<file path="config.mk">
export PLATFORM = sky130hd
export DESIGN_NAME = im_fetch_queue
export DESIGN_NICKNAME = d
export VERILOG_FILES = /design/src/rtl/cpu_pkg.sv /design/src/rtl/imq_ptr_ctrl.sv /design/src/rtl/im_fetch_queue.sv
export SDC_FILE = /design/constraint.sdc
export NUM_CORES = 1
export LEC_CHECK = 0
export ABC_AREA = 1
export CAP_MARGIN = 20
export CORE_MARGIN = 8
export CORE_UTILIZATION = 58
export DETAILED_ROUTE_END_ITERATION = 16
export GPL_TIMING_DRIVEN = 0
export HOLD_SLACK_MARGIN = 0.02
export PLACE_DENSITY_LB_ADDON = 0.2
export SLEW_MARGIN = 20
export SYNTH_ARGS = -nofsm -noshare
export SYNTH_HDL_FRONTEND = slang
export SYNTH_SLANG_ARGS = --single-unit
</file>
<file path="constraint.sdc">
create_clock -name clk -period 2.1 [get_ports clk]
set_input_delay 0.315 -clock clk [delete_from_list [all_inputs] [get_ports clk]]
set_output_delay 0.315 -clock clk [all_outputs]
set_load 0.01 [all_outputs]
</file>
<file path="src/rtl/cpu_pkg.sv">
// Shared definitions for the 19-bit CPU: instruction width, field positions
// and the pre-split instruction layout.
package cpu_pkg;

  localparam int IW       = 19;
  localparam int CLS_MSB  = 18;
  localparam int CODE_MSB = 16;
  localparam int IMM_MSB  = 13;
  localparam int SEL_MSB  = 1;

  typedef struct packed {
    logic [CLS_MSB-CODE_MSB-1:0] cls;
    logic [CODE_MSB-IMM_MSB-1:0] code;
    logic [IMM_MSB-SEL_MSB-1:0]  imm;
    logic [SEL_MSB:0]            sel;
  } instr_t;

endpackage

</file>
<file path="src/rtl/imq_ptr_ctrl.sv">
// Pointer, occupancy and overflow bookkeeping for the instruction fetch queue.
// Decides push acceptance and pop; the storage array lives in the parent.
module imq_ptr_ctrl #(
  parameter int DEPTH = 8,
  parameter int CW    = $clog2(DEPTH + 1),
  parameter int PW    = $clog2(DEPTH)
) (
  input  logic          clk,
  input  logic          rst_n,
  input  logic          i_en,
  input  logic          i_push_req,
  input  logic          i_flush,
  input  logic          i_ready,
  output logic          o_wr_en,
  output logic [PW-1:0] o_wr_ptr,
  output logic [PW-1:0] o_rd_ptr,
  output logic [CW-1:0] o_count,
  output logic          o_full,
  output logic          o_empty,
  output logic          o_ovf,
  output logic          o_valid
);

  logic [PW-1:0] r_wr_ptr;
  logic [PW-1:0] r_rd_ptr;
  logic [CW-1:0] r_count;
  logic          r_ovf;
  logic          w_pop;
  logic          w_push_acc;
  logic          w_push_rej;

  assign o_full  = (r_count == CW'(DEPTH));
  assign o_empty = (r_count == '0);
  assign o_valid = i_en & ~o_empty;

  // A pop frees a slot in the same cycle, so a full queue still accepts a push.
  assign w_pop      = o_valid & i_ready;
  assign w_push_acc = i_push_req & (~o_full | w_pop);
  assign w_push_rej = i_push_req & o_full & ~w_pop;
  assign o_wr_en    = w_push_acc & ~i_flush;

  always_ff @(posedge clk or negedge rst_n) begin
    if (!rst_n) begin
      r_wr_ptr <= '0;
      r_rd_ptr <= '0;
      r_count  <= '0;
      r_ovf    <= 1'b0;
    end else if (i_flush) begin
      r_wr_ptr <= '0;
      r_rd_ptr <= '0;
      r_count  <= '0;
      r_ovf    <= 1'b0;
    end else begin
      if (w_push_acc) r_wr_ptr <= r_wr_ptr + PW'(1);
      if (w_pop)      r_rd_ptr <= r_rd_ptr + PW'(1);
      case ({w_push_acc, w_pop})
        2'b10:   r_count <= r_count + CW'(1);
        2'b01:   r_count <= r_count - CW'(1);
        default: r_count <= r_count;
      endcase
      if (w_push_rej) r_ovf <= 1'b1;
    end
  end

  assign o_wr_ptr = r_wr_ptr;
  assign o_rd_ptr = r_rd_ptr;
  assign o_count  = r_count;
  assign o_ovf    = r_ovf;

endmodule

</file>
<file path="src/rtl/im_fetch_queue.sv">
// Instruction-memory load receiver and in-order fetch queue with pre-split fields.
// Define IMQ_WE_EDGE_EN to write one word per rising edge of we_IM instead of per cycle.
module im_fetch_queue
  import cpu_pkg::*;
#(
  parameter int DEPTH = 8,
  parameter int CW    = $clog2(DEPTH + 1)
) (
  input  logic          clk,
  input  logic          rst_n,
  input  logic          en,
  input  logic          we_IM,
  input  logic [IW-1:0] codein,
  input  logic          flush,
  input  logic          instr_ready,
  output logic          instr_valid,
  output logic [IW-1:0] instr_out,
  output logic [1:0]    op_cls,
  output logic [2:0]    op_code,
  output logic [11:0]   op_imm,
  output logic [1:0]    op_sel,
  output logic [CW-1:0] count,
  output logic          full,
  output logic          empty,
  output logic          ovf
);

  localparam int PW = $clog2(DEPTH);

  logic          w_wr_strobe;
  logic          w_push_req;
  logic          w_wr_en;
  logic [PW-1:0] w_wr_ptr;
  logic [PW-1:0] w_rd_ptr;
  instr_t        w_instr;
  logic [IW-1:0] r_mem [DEPTH];

`ifdef IMQ_WE_EDGE_EN
  logic r_we_q;

  always_ff @(posedge clk or negedge rst_n) begin
    if (!rst_n) r_we_q <= 1'b0;
    else        r_we_q <= we_IM;
  end

  assign w_wr_strobe = we_IM & ~r_we_q;
`else
  assign w_wr_strobe = we_IM;
`endif

  assign w_push_req = en & w_wr_strobe;

  imq_ptr_ctrl #(
    .DEPTH (DEPTH),
    .CW    (CW),
    .PW    (PW)
  ) u_ptr_ctrl (
    .clk        (clk),
    .rst_n      (rst_n),
    .i_en       (en),
    .i_push_req (w_push_req),
    .i_flush    (flush),
    .i_ready    (instr_ready),
    .o_wr_en    (w_wr_en),
    .o_wr_ptr   (w_wr_ptr),
    .o_rd_ptr   (w_rd_ptr),
    .o_count    (count),
    .o_full     (full),
    .o_empty    (empty),
    .o_ovf      (ovf),
    .o_valid    (instr_valid)
  );

  // Cleared on reset so the head reads 0 while empty; flush leaves contents alone.
  always_ff @(posedge clk or negedge rst_n) begin
    if (!rst_n) begin
      for (int i = 0; i < DEPTH; i++) r_mem[i] <= '0;
    end else if (w_wr_en) begin
      r_mem[w_wr_ptr] <= codein;
    end
  end

  assign instr_out = r_mem[w_rd_ptr];
  assign w_instr   = instr_t'(instr_out);
  assign op_cls    = w_instr.cls;
  assign op_code   = w_instr.code;
  assign op_imm    = w_instr.imm;
  assign op_sel    = w_instr.sel;

endmodule

</file>
**After elaboration in Yosys (flattened, before gate mapping)**

Index checks and enable logic that the tools add are counted.

- Output and inout port bits: 46
- Bits in registers: 163
- Word-level logic and storage cells: 56
- Bits of input ports: 25

- Bitwise operators: 14
- $lt $le $gt $ge: 3
- Eq/ne operators: 3
- Reductions and logical operators: 6
- Add/sub/neg operators: 4
- Muxes and demuxes: 14

Operators with widths:

| cell | number |
|---|---|
| bitwise mux 152 bit | 1 |
| binary-select mux 19 bit (select 3 bit) | 1 |
| demux 19 bit (select 3 bit) | 1 |
| 2-to-1 mux 19 bit | 3 |
| 2-to-1 mux 3 bit | 4 |
| greater-or-equal comparator 4 bit (second input constant) | 2 |
| inverter 3 -> 4 bit | 2 |
| one-hot mux 4 bit (2 select lines) | 1 |
| AND 1 bit | 7 |
| adder 3 x 1 -> 3 bit (second input constant) | 2 |
| nonzero test 2 bit | 3 |
| adder 4 x 1 -> 4 bit (second input constant) | 1 |
| equality test 4 bit (second input constant) | 1 |
| zero test 4 bit | 1 |
| < comparator 4 x 1 -> 1 bit (second input constant) | 1 |
| 2-to-1 mux 4 bit | 1 |
| inverter 1 bit | 4 |
| subtractor 4 x 1 -> 4 bit (second input constant) | 1 |
| nonzero test 3 bit | 1 |
| equality test 2 x 1 -> 1 bit (second input constant) | 1 |
| equality test 2 bit (second input constant) | 1 |
| 2-to-1 mux 1 bit | 2 |
| logical AND 1 bit | 1 |
| bitwise OR 1 bit | 1 |

**Longest topological paths before layout**

Gate-level depths: netlist (run 1).

- Depth after elaboration: 9
- Depth in mapped cells: 13
- Depth with buffers taken out: 13

**Modules after synthesis**

Synthesis (run 1) repeated with hierarchy kept, for this count alone.

- Cells, all modules: 1132
- Area, all modules: 8434.3 sq um

By module, submodules not included:

| module | cells each | sequential area each (sq um) | area an instance (sq um) | times used |
|---|---|---|---|---|
| im_fetch_queue | 1051 | 3803.6 | 7722.4 | 1 |
| imq_ptr_ctrl | 81 | 275.3 | 711.9 | 1 |

**Worst setup path before layout (run 1)**

No wires, ideal clock.

- Kind: reg2reg
- Start point: register u_ptr_ctrl.r_count[0] (netlist: u_ptr_ctrl.o_count[0])
- End point: register u_ptr_ctrl.r_count[3] (netlist: u_ptr_ctrl.o_count[3])
- Setup slack: 0.238 ns
- Path buffers: 0
- Stages on the path, launching flop included: 14
- Data arrival time: 1.745 ns
- Clock period less this slack: 1.862 ns
- Setup time: 0.117 ns
- Data required time: 1.983 ns
- Path through: dfrtp_1 -> nor2_2 -> nand2_2 -> nand4_1 -> inv_1 -> ha_1 -> a21oi_1 -> nand2_1 -> nand2_1 -> nand2_1 -> nand2_1 -> nand2_1 -> nand2_1 -> nand2_1

- Longest elaborated chain between the ends: 9
- Elaborated cells between the ends (all ways): 15
- Classes of those cells: 2 x add/sub; 3 x eq/ne; 2 x mux; 6 x bitwise; 2 x reduce/logical

RTL lines:

| what | line | RTL |
|---|---|---|
| start: declaration | imq_ptr_ctrl.sv:26 | `logic [CW-1:0] r_count;` |
| start signal: assignment | imq_ptr_ctrl.sv:57 | `2'b10: r_count <= r_count + CW'(1);` |
| start signal: assignment | imq_ptr_ctrl.sv:58 | `2'b01: r_count <= r_count - CW'(1);` |
| start signal: assignment | imq_ptr_ctrl.sv:59 | `default: r_count <= r_count;` |
| zero test 4 bit | imq_ptr_ctrl.sv:33 | `assign o_empty = (r_count == '0);` |
| inverter 1 bit | imq_ptr_ctrl.sv:34 | `assign o_valid = i_en & ~o_empty;` |
| AND 1 bit | imq_ptr_ctrl.sv:34 |  |
| AND 1 bit | imq_ptr_ctrl.sv:37 | `assign w_pop = o_valid & i_ready;` |
| bitwise OR 1 bit | imq_ptr_ctrl.sv:38 | `assign w_push_acc = i_push_req & (~o_full \| w_pop);` |
| AND 1 bit | imq_ptr_ctrl.sv:38 |  |
| equality test 2 x 1 -> 1 bit / equality test 2 bit (equally long branches) | imq_ptr_ctrl.sv:56 | `case ({w_push_acc, w_pop})` |
| one-hot mux 4 bit (2 select lines) | imq_ptr_ctrl.sv:56 |  |
| 2-to-1 mux 4 bit | imq_ptr_ctrl.sv:48 | `end else if (i_flush) begin` |

Several ways; a longest one is shown, not always the timed one.
A chain may end at the register's enable or synchronous reset.

**Worst setup path in the final report (run 1)**

- Start point: register u_ptr_ctrl.r_rd_ptr[0] (netlist: u_ptr_ctrl.o_rd_ptr[0])
- End point: output port op_imm[9]

- Longest elaborated chain between the ends: 4

RTL lines:

| what | line | RTL |
|---|---|---|
| start: declaration | imq_ptr_ctrl.sv:25 | `logic [PW-1:0] r_rd_ptr;` |
| start signal: assignment | imq_ptr_ctrl.sv:55 | `if (w_pop) r_rd_ptr <= r_rd_ptr + PW'(1);` |
| inverter 3 -> 4 bit (not written as such) | im_fetch_queue.sv:83 | `assign instr_out = r_mem[w_rd_ptr];` |
| binary-select mux 19 bit (select 3 bit) | im_fetch_queue.sv:83 |  |
| 2-to-1 mux 19 bit (not written as such) (2 in a row) | im_fetch_queue.sv:83 |  |
| end: declaration | im_fetch_queue.sv:20 | `output logic [11:0] op_imm,` |

No other way between the ends. The select of a mux whose other input is x is not followed.

==> results.py, run 1 <==
metrics = {
    "logic_synthesis": {
        "ys_ff_latch": 163,
        "yosysSeqAreaShare_pct": 52.4,
        "synth_area_leaders": "dfrtp_1, nand2_1, o21ai_0",
        "synth_nets": 917,
        "synth_warnings": 0,
        "synth_top_area_share_pct": 52.4,
        "synth.largest_area_cell": "dfrtp_1",
        "ys_types": 31,
        "syn_area_per_cell_sq_um": 8.77,
        "synth.cell_area_sq_mm": 0.00778,
        "synthCells": 887,
    },
    "drt": {
        "drc": 0,
        "via_count": 7242,
        "routed_wl_mm": 24.4,
        "via_per_inst": 6.07,
        "first_pass_iters": 6,
        "wl_per_cell_microns": 20.5,
        "drtIter0Drc": 836,
        "drtAntennaViolNets": 0,
    },
    "clock_tree": {
        "cts_buffer_depth": 2,
        "cts_tree": "done",
        "clock_sinks": 163,
        "clk_pin_slew_worst_paths_ns": 0.06,
        "cts_root_buffer": "clkbuf_16",
        "cts_buffers": 17,
        "cts-htree-levels": 4,
        "insertion_delay_ns": 0.43,
    },
    "sta": {
        "finalHoldViolations": 0,
        "fin_hold_ws_ns": 0.409,
        "finalSetupTns_ns": -9.76,
        "fin_skew_ns": 0.00539,
        "slew_viol_final": 0,
        "setup_viol": 38,
        "rsz0062_at_grt": "true",
        "post-route-period-util_pct": 118,
        "layout_setup_ws_ns": -0.382,
        "tightest_slew_ns": 0.601,
        "fmax_mhz": 403,
        "final.min_clock_period_ns": 2.48,
        "relSlewSlack_pct": 59.9,
    },
    "global_routing": {
        "grt_pass1_vias": 7078,
        "grt_remaining_overflow": 0,
        "grt_pass1_wl_mm": 37.5,
        "track_usage_pct": 27.4,
        "grt_max_degree": 92,
        "antenna_found_initial": 0,
    },
    "placement": {
        "placed_cells": 1134,
        "gp_congestion": 0.865,
        "place_area_sq_mm": 0.00874,
        "hpwl_mm": 14.6,
        "port_buffers": 70,
    },
    "die": {
        "core_sq_mm": 0.0132,
        "ios": 71,
        "dieArea_sq_mm": 0.0174,
        "core.rowCount": 42,
        "die_w_microns": 132,
        "floorplan.initialDensity_pct": 59.0,
        "die_h_microns": 132,
    },
    "setup_path": {
        "worstPathMaxFanout": 6,
        "worstPathRequired_ns": 1.78,
        "r2r-start": "u_ptr_ctrl.o_count[2]",
        "cp-start-kind": "flip-flop",
        "crit_start": "u_ptr_ctrl.o_rd_ptr[0]",
        "end_kind": "output pin",
        "worstPathArrival_ns": 2.17,
        "crit_type": "flip-flop to output pin",
    },
    "final_layout": {
        "final_core_util_pct": 79.5,
        "stdcell_count": 1193,
        "drive_gt1_share_pct": 27.5,
        "nFillCells": 846,
        "area_growth_pct": 34.7,
        "num_antenna_cells": 0,
        "design_area_sq_mm": 0.0105,
        "fin_nets": 1036,
    },
    "job": {
        "cap_violations": 0,
    },
    "power": {
        "power_leakage_nw": 4.97,
        "powerDensity_mw_per_mm2": 843,
        "peakVddDrop_mv": 0.569,
    },
    "hold_path": {
        "hold_class": "input pin to asynchronous set/reset pin",
    },
    "run_status": {
        "violations": "negative setup slack",
        "status": "finished with violations",
    },
}
## worst max-delay path, stage by stage (launching register included)
cell       delay (ns)
dfrtp_2          0.53
clkbuf_16        0.23
buf_12           0.13
buf_6            0.10
mux2i_2          0.21
o22ai_1          0.11
nand2_1          0.09
nand2_1          0.08
buf_4            0.14
buf_6            0.11
## layout make-up
type                    count  area (sq um)  share of cell area [%]
plain buffers              79           817                    7.80
clock buffers              25           505                    4.82
clock inverters             5          50.0                   0.477
inverters                  33           129                    1.23
multi-input cells         612          3570                    34.0
flip-flops and latches    163          4080                    39.0
well taps                 176           220                    2.10
repair buffers            100          1110                    10.6
## per-stage QoR
step / total power [mW] / setup slack, ns
after floorplan: 4.49 / 0.238
after global placement: 5.26 / -5.86
after detailed placement: 5.30 / -0.773
after CTS: 8.47 / -0.341
after global routing: 9.14 / -0.421
final: 8.84 / -0.382
## cells by family after synthesis
kind of cell,count (synthesis),share of synthesized area [%]
adders and majority gates,5,0.900
and+or+nand+nor,348,18.2
xor gates and xnor gates,2,0.225
buffers and inverters,112,8.65
DFF,163,52.4
AOI/OAI and AO/OA,238,17.2
muxes,19,2.44
## cell usage in the layout, fill, tap and decap left out, types with 3 or more instances in the layout
cell             instances
nand2_1                216
dfrtp_1                159
o21ai_0                 93
o21ai_1                 83
buf_6                   74
nor2_1                  61
inv_1                   30
clkdlybuf4s50_1         28
buf_4                   27
clkbuf_16               24
nor2_2                  20
nand2_2                 19
o21ai_2                 19
o22ai_1                 17
clkbuf_1                12
nor2_4                   9
o32ai_4                  9
o32ai_2                  9
nand3_1                  8
clkbuf_2                 7
clkbuf_8                 7
mux2i_2                  7
mux2i_1                  7
buf_12                   6
buf_2                    5
buf_8                    5
mux2i_4                  5
nand4_1                  5
nand4_2                  5
clkinv_2                 4
dfrtp_2                  4
clkbuf_4                 3
a21oi_1                  3
ha_1                     3
## power by group
group	internal, mW	switching [mW]	total (mW)	leakage, nW
Clock	1.77	1.22	2.99	0.279
Combinational	1.15	1.07	2.23	2.48
Sequential	3.42	0.206	3.63	2.21
## layer usage
layer	vias to the layer above	GRT usage, %	routed length (microns)
li1	3184	-	-
met1	3604	33.4	9540
met2	371	44.4	11900
met3	83	7.62	2000
met4	0	12.3	1020
met5	-	0	0
## repair_timing
| action | CTS | global route |
|---|---|---|
| buffers inserted | 12 | 10 |
| hold buffers | 1 | 0 |
| gates resized for setup | 262 | 147 |
| gates cloned | 4 | 3 |
| pin swaps | 13 | 33 |
| endpoints found under the hold margin | 72 | 0 |
| setup endpoints to repair | 41 | 40 |
## path summary, 6_finish.rpt
kind,slack [ns],cells past startpoint,to
max,-0.38,9,op_imm[9]
min,0.41,2,r_mem[128]
max reg2reg,0.22,7,r_mem[151]
min reg2reg,0.48,2,r_mem[99]
max in group asynchronous,0.81,3,u_ptr_ctrl.o_count[1]
min in group clk,0.48,2,r_mem[99]
## Yosys cell counts
library cell,n
buf_2,5
inv_2,2
o32ai_1,19
clkbuf_1,25
nand3_4,1
nand2_2,1
buf_6,19
fa_1,1
nor3_1,1
nand2_8,1
nand2_1,234
dfrtp_1,163
mux2i_1,19
o22ai_1,19
a31oi_1,1
o21ai_0,113
buf_1,1
nand3b_1,2
o21ai_2,13
nand4_2,5
nor2_2,1
nand3_1,8
nor2_1,89
buf_4,27
clkbuf_2,2
ha_1,4
a21oi_1,4
o21ai_1,69
nand4_1,5
inv_1,31
xor2_1,2
## state kept, by name, summed over array words and instances (netlist names)
name	flops
r_mem	152
u_ptr_ctrl.o_rd_ptr	3
u_ptr_ctrl.o_wr_ptr	3
u_ptr_ctrl.o_ovf	1
u_ptr_ctrl.o_count	4
(Power assumes the default switching activity.)
==> inputs of run 2 (changes only) <==
- CTS_CLUSTER_SIZE: unset -> 16
- GPL_TIMING_DRIVEN: 0 -> unset
==> results.py, run 2 (synthesis results as in run 1) <==
metrics = {
    "drt": {
        "via_count": 6892,
        "drtAntennaViolNets": 0,
        "drtIter0Drc": 872,
        "wl_per_cell_microns": 19.2,
        "first_pass_iters": 5,
        "via_per_inst": 6.06,
        "routed_wl_mm": 21.8,
        "drc": 0,
    },
    "die": {
        "core_sq_mm": 0.0132,
        "floorplan.initialDensity_pct": 59.0,
        "dieArea_sq_mm": 0.0174,
        "die_h_microns": 132,
        "core.rowCount": 42,
        "ios": 71,
        "die_w_microns": 132,
    },
    "clock_tree": {
        "clk_pin_slew_worst_paths_ns": 0.06,
        "clock_sinks": 163,
        "insertion_delay_ns": 0.43,
        "cts-htree-levels": 4,
        "cts_buffers": 17,
        "cts_root_buffer": "clkbuf_16",
        "cts_buffer_depth": 2,
        "cts_tree": "done",
    },
    "sta": {
        "final.min_clock_period_ns": 2.39,
        "fmax_mhz": 418,
        "tightest_slew_ns": 0.619,
        "post-route-period-util_pct": 114,
        "finalHoldViolations": 0,
        "setup_viol": 38,
        "fin_skew_ns": 0.00724,
        "rsz0062_at_grt": "true",
        "fin_hold_ws_ns": 0.441,
        "layout_setup_ws_ns": -0.291,
        "finalSetupTns_ns": -3.57,
        "slew_viol_final": 0,
        "relSlewSlack_pct": 58.7,
    },
    "placement": {
        "gp_congestion": 0.844,
        "place_area_sq_mm": 0.00859,
        "hpwl_mm": 12.3,
        "port_buffers": 70,
        "dp_slack_ns": -0.157,
    },
    "setup_path": {
        "crit_type": "flip-flop to output pin",
        "crit_start": "u_ptr_ctrl.o_rd_ptr[0]",
        "end_kind": "output pin",
        "worstPathMaxFanout": 9,
        "worstPathArrival_ns": 2.08,
        "r2r-start": "u_ptr_ctrl.o_count[1]",
        "cp-start-kind": "flip-flop",
        "worstPathRequired_ns": 1.78,
    },
    "hold_path": {
        "hold_class": "input pin to asynchronous set/reset pin",
    },
    "job": {
        "cap_violations": 0,
    },
    "global_routing": {
        "met2_usage_pct": 39.8,
        "grt_pass1_vias": 6856,
        "globalRoute.busiestLayer": "met2",
        "antenna_found_initial": 0,
        "grt_max_degree": 62,
        "met1_usage_pct": 30.6,
        "grt_pass1_wl_mm": 34.1,
        "grt_remaining_overflow": 0,
        "track_usage_pct": 24.3,
        "use_met3_pct": 5.64,
    },
    "final_layout": {
        "regMostFlops": "r_mem",
        "design_area_sq_mm": 0.00976,
        "regArea_sq_mm": 0.00408,
        "fin_nets": 979,
        "nFillCells": 923,
        "final_common_cell": "nand2_1",
        "num_antenna_cells": 0,
        "drive_gt1_share_pct": 20.1,
        "area_growth_pct": 25.4,
        "largest_reg_flops": 152,
        "multi_input_area_sq_mm": 0.00324,
        "final_cell_mix": "nand2_1, dfrtp_1, o21ai_0",
    },
    "run_status": {
        "status": "finished with violations",
        "violations": "negative setup slack",
    },
    "power": {
        "power_leakage_nw": 4.69,
        "p_total_mw": 8.38,
        "powerDensity_mw_per_mm2": 859,
        "peakVddDrop_mv": 0.618,
    },
}
==> run 2: cell count changes in the layout (fill, tap and decap cells not counted), moves of 5 or more <==
cell | before | now
buf_4 | 27 | 21
clkbuf_2 | 7 | 1
o21ai_2 | 19 | 13
nor2_2 | 20 | 15
o32ai_1 | 1 | 6
buf_6 | 74 | 23
buf_2 | 5 | 11
clkbuf_1 | 12 | 2
nor2_4 | 9 | 1
buf_12 | 6 | 18
nor2_1 | 61 | 74
mux2i_1 | 7 | 16
mux2i_2 | 7 | 1
o32ai_4 | 9 | 0
==> run 2: layer usage <==
layer | vias up | part of all wire, %
met5 | - | 0
met4 | 0 | 1.9
met3 | 45 | 7.2
met2 | 337 | 49
met1 | 3435 | 42
li1 | 3075 | -
==> run 2: layout make-up <==
cell class / instances / share of cell area, %
repair buffers: 122 / 15.4
clock buffers: 22 / 4.86
well taps: 176 / 2.26
inverters: 33 / 1.32
multi-input cells: 612 / 33.2
clock inverters: 10 / 1.09
flip-flops and latches: 163 / 41.8
==> run 2: repair_timing <==
item                                    in CTS  in global routing
buffers inserted                             7                  2
hold endpoints to repair                    58                  0
hold buffers                                 1                  0
pin swaps                                    8                  4
resized for setup                          188                 61
cloned                                       4                  6
endpoints found under the setup margin      41                 40
==> run 2: path summary, 6_finish.rpt <==
path                                         end  slack (ns)  depth (start not counted)
max                                 instr_out[0]       -0.29                          7
min                                    r_mem[30]        0.44                          2
max reg2reg                u_ptr_ctrl.o_count[3]        0.13                         13
min reg2reg                           r_mem[150]        0.48                          2
max in group asynchronous             r_mem[111]        0.89                          3
min in group clk                      r_mem[150]        0.48                          2
==> run 2: power breakdown <==
| group | switching (mW) | internal, mW |
|---|---|---|
| clock network | 1.22 | 1.83 |
| logic | 0.907 | 0.825 |
| registers | 0.176 | 3.42 |
==> run 2: stage by stage <==
stage,cells,utilization [%]
global route,1138,74.0
finish,1138,74.0
detailed placement,1086,65.1
floorplan,887,-
CTS,1130,71.0
global placement,1086,65.1
==> run 2: critical path, stage by stage (launching register included) <==
cell             delay (ns)
dfrtp_2                0.46
buf_4                  0.18
buf_12                 0.14
nor2_1                 0.05
o32ai_1                0.36
nand2_1                0.10
nand2_1                0.12
clkdlybuf4s15_2        0.23
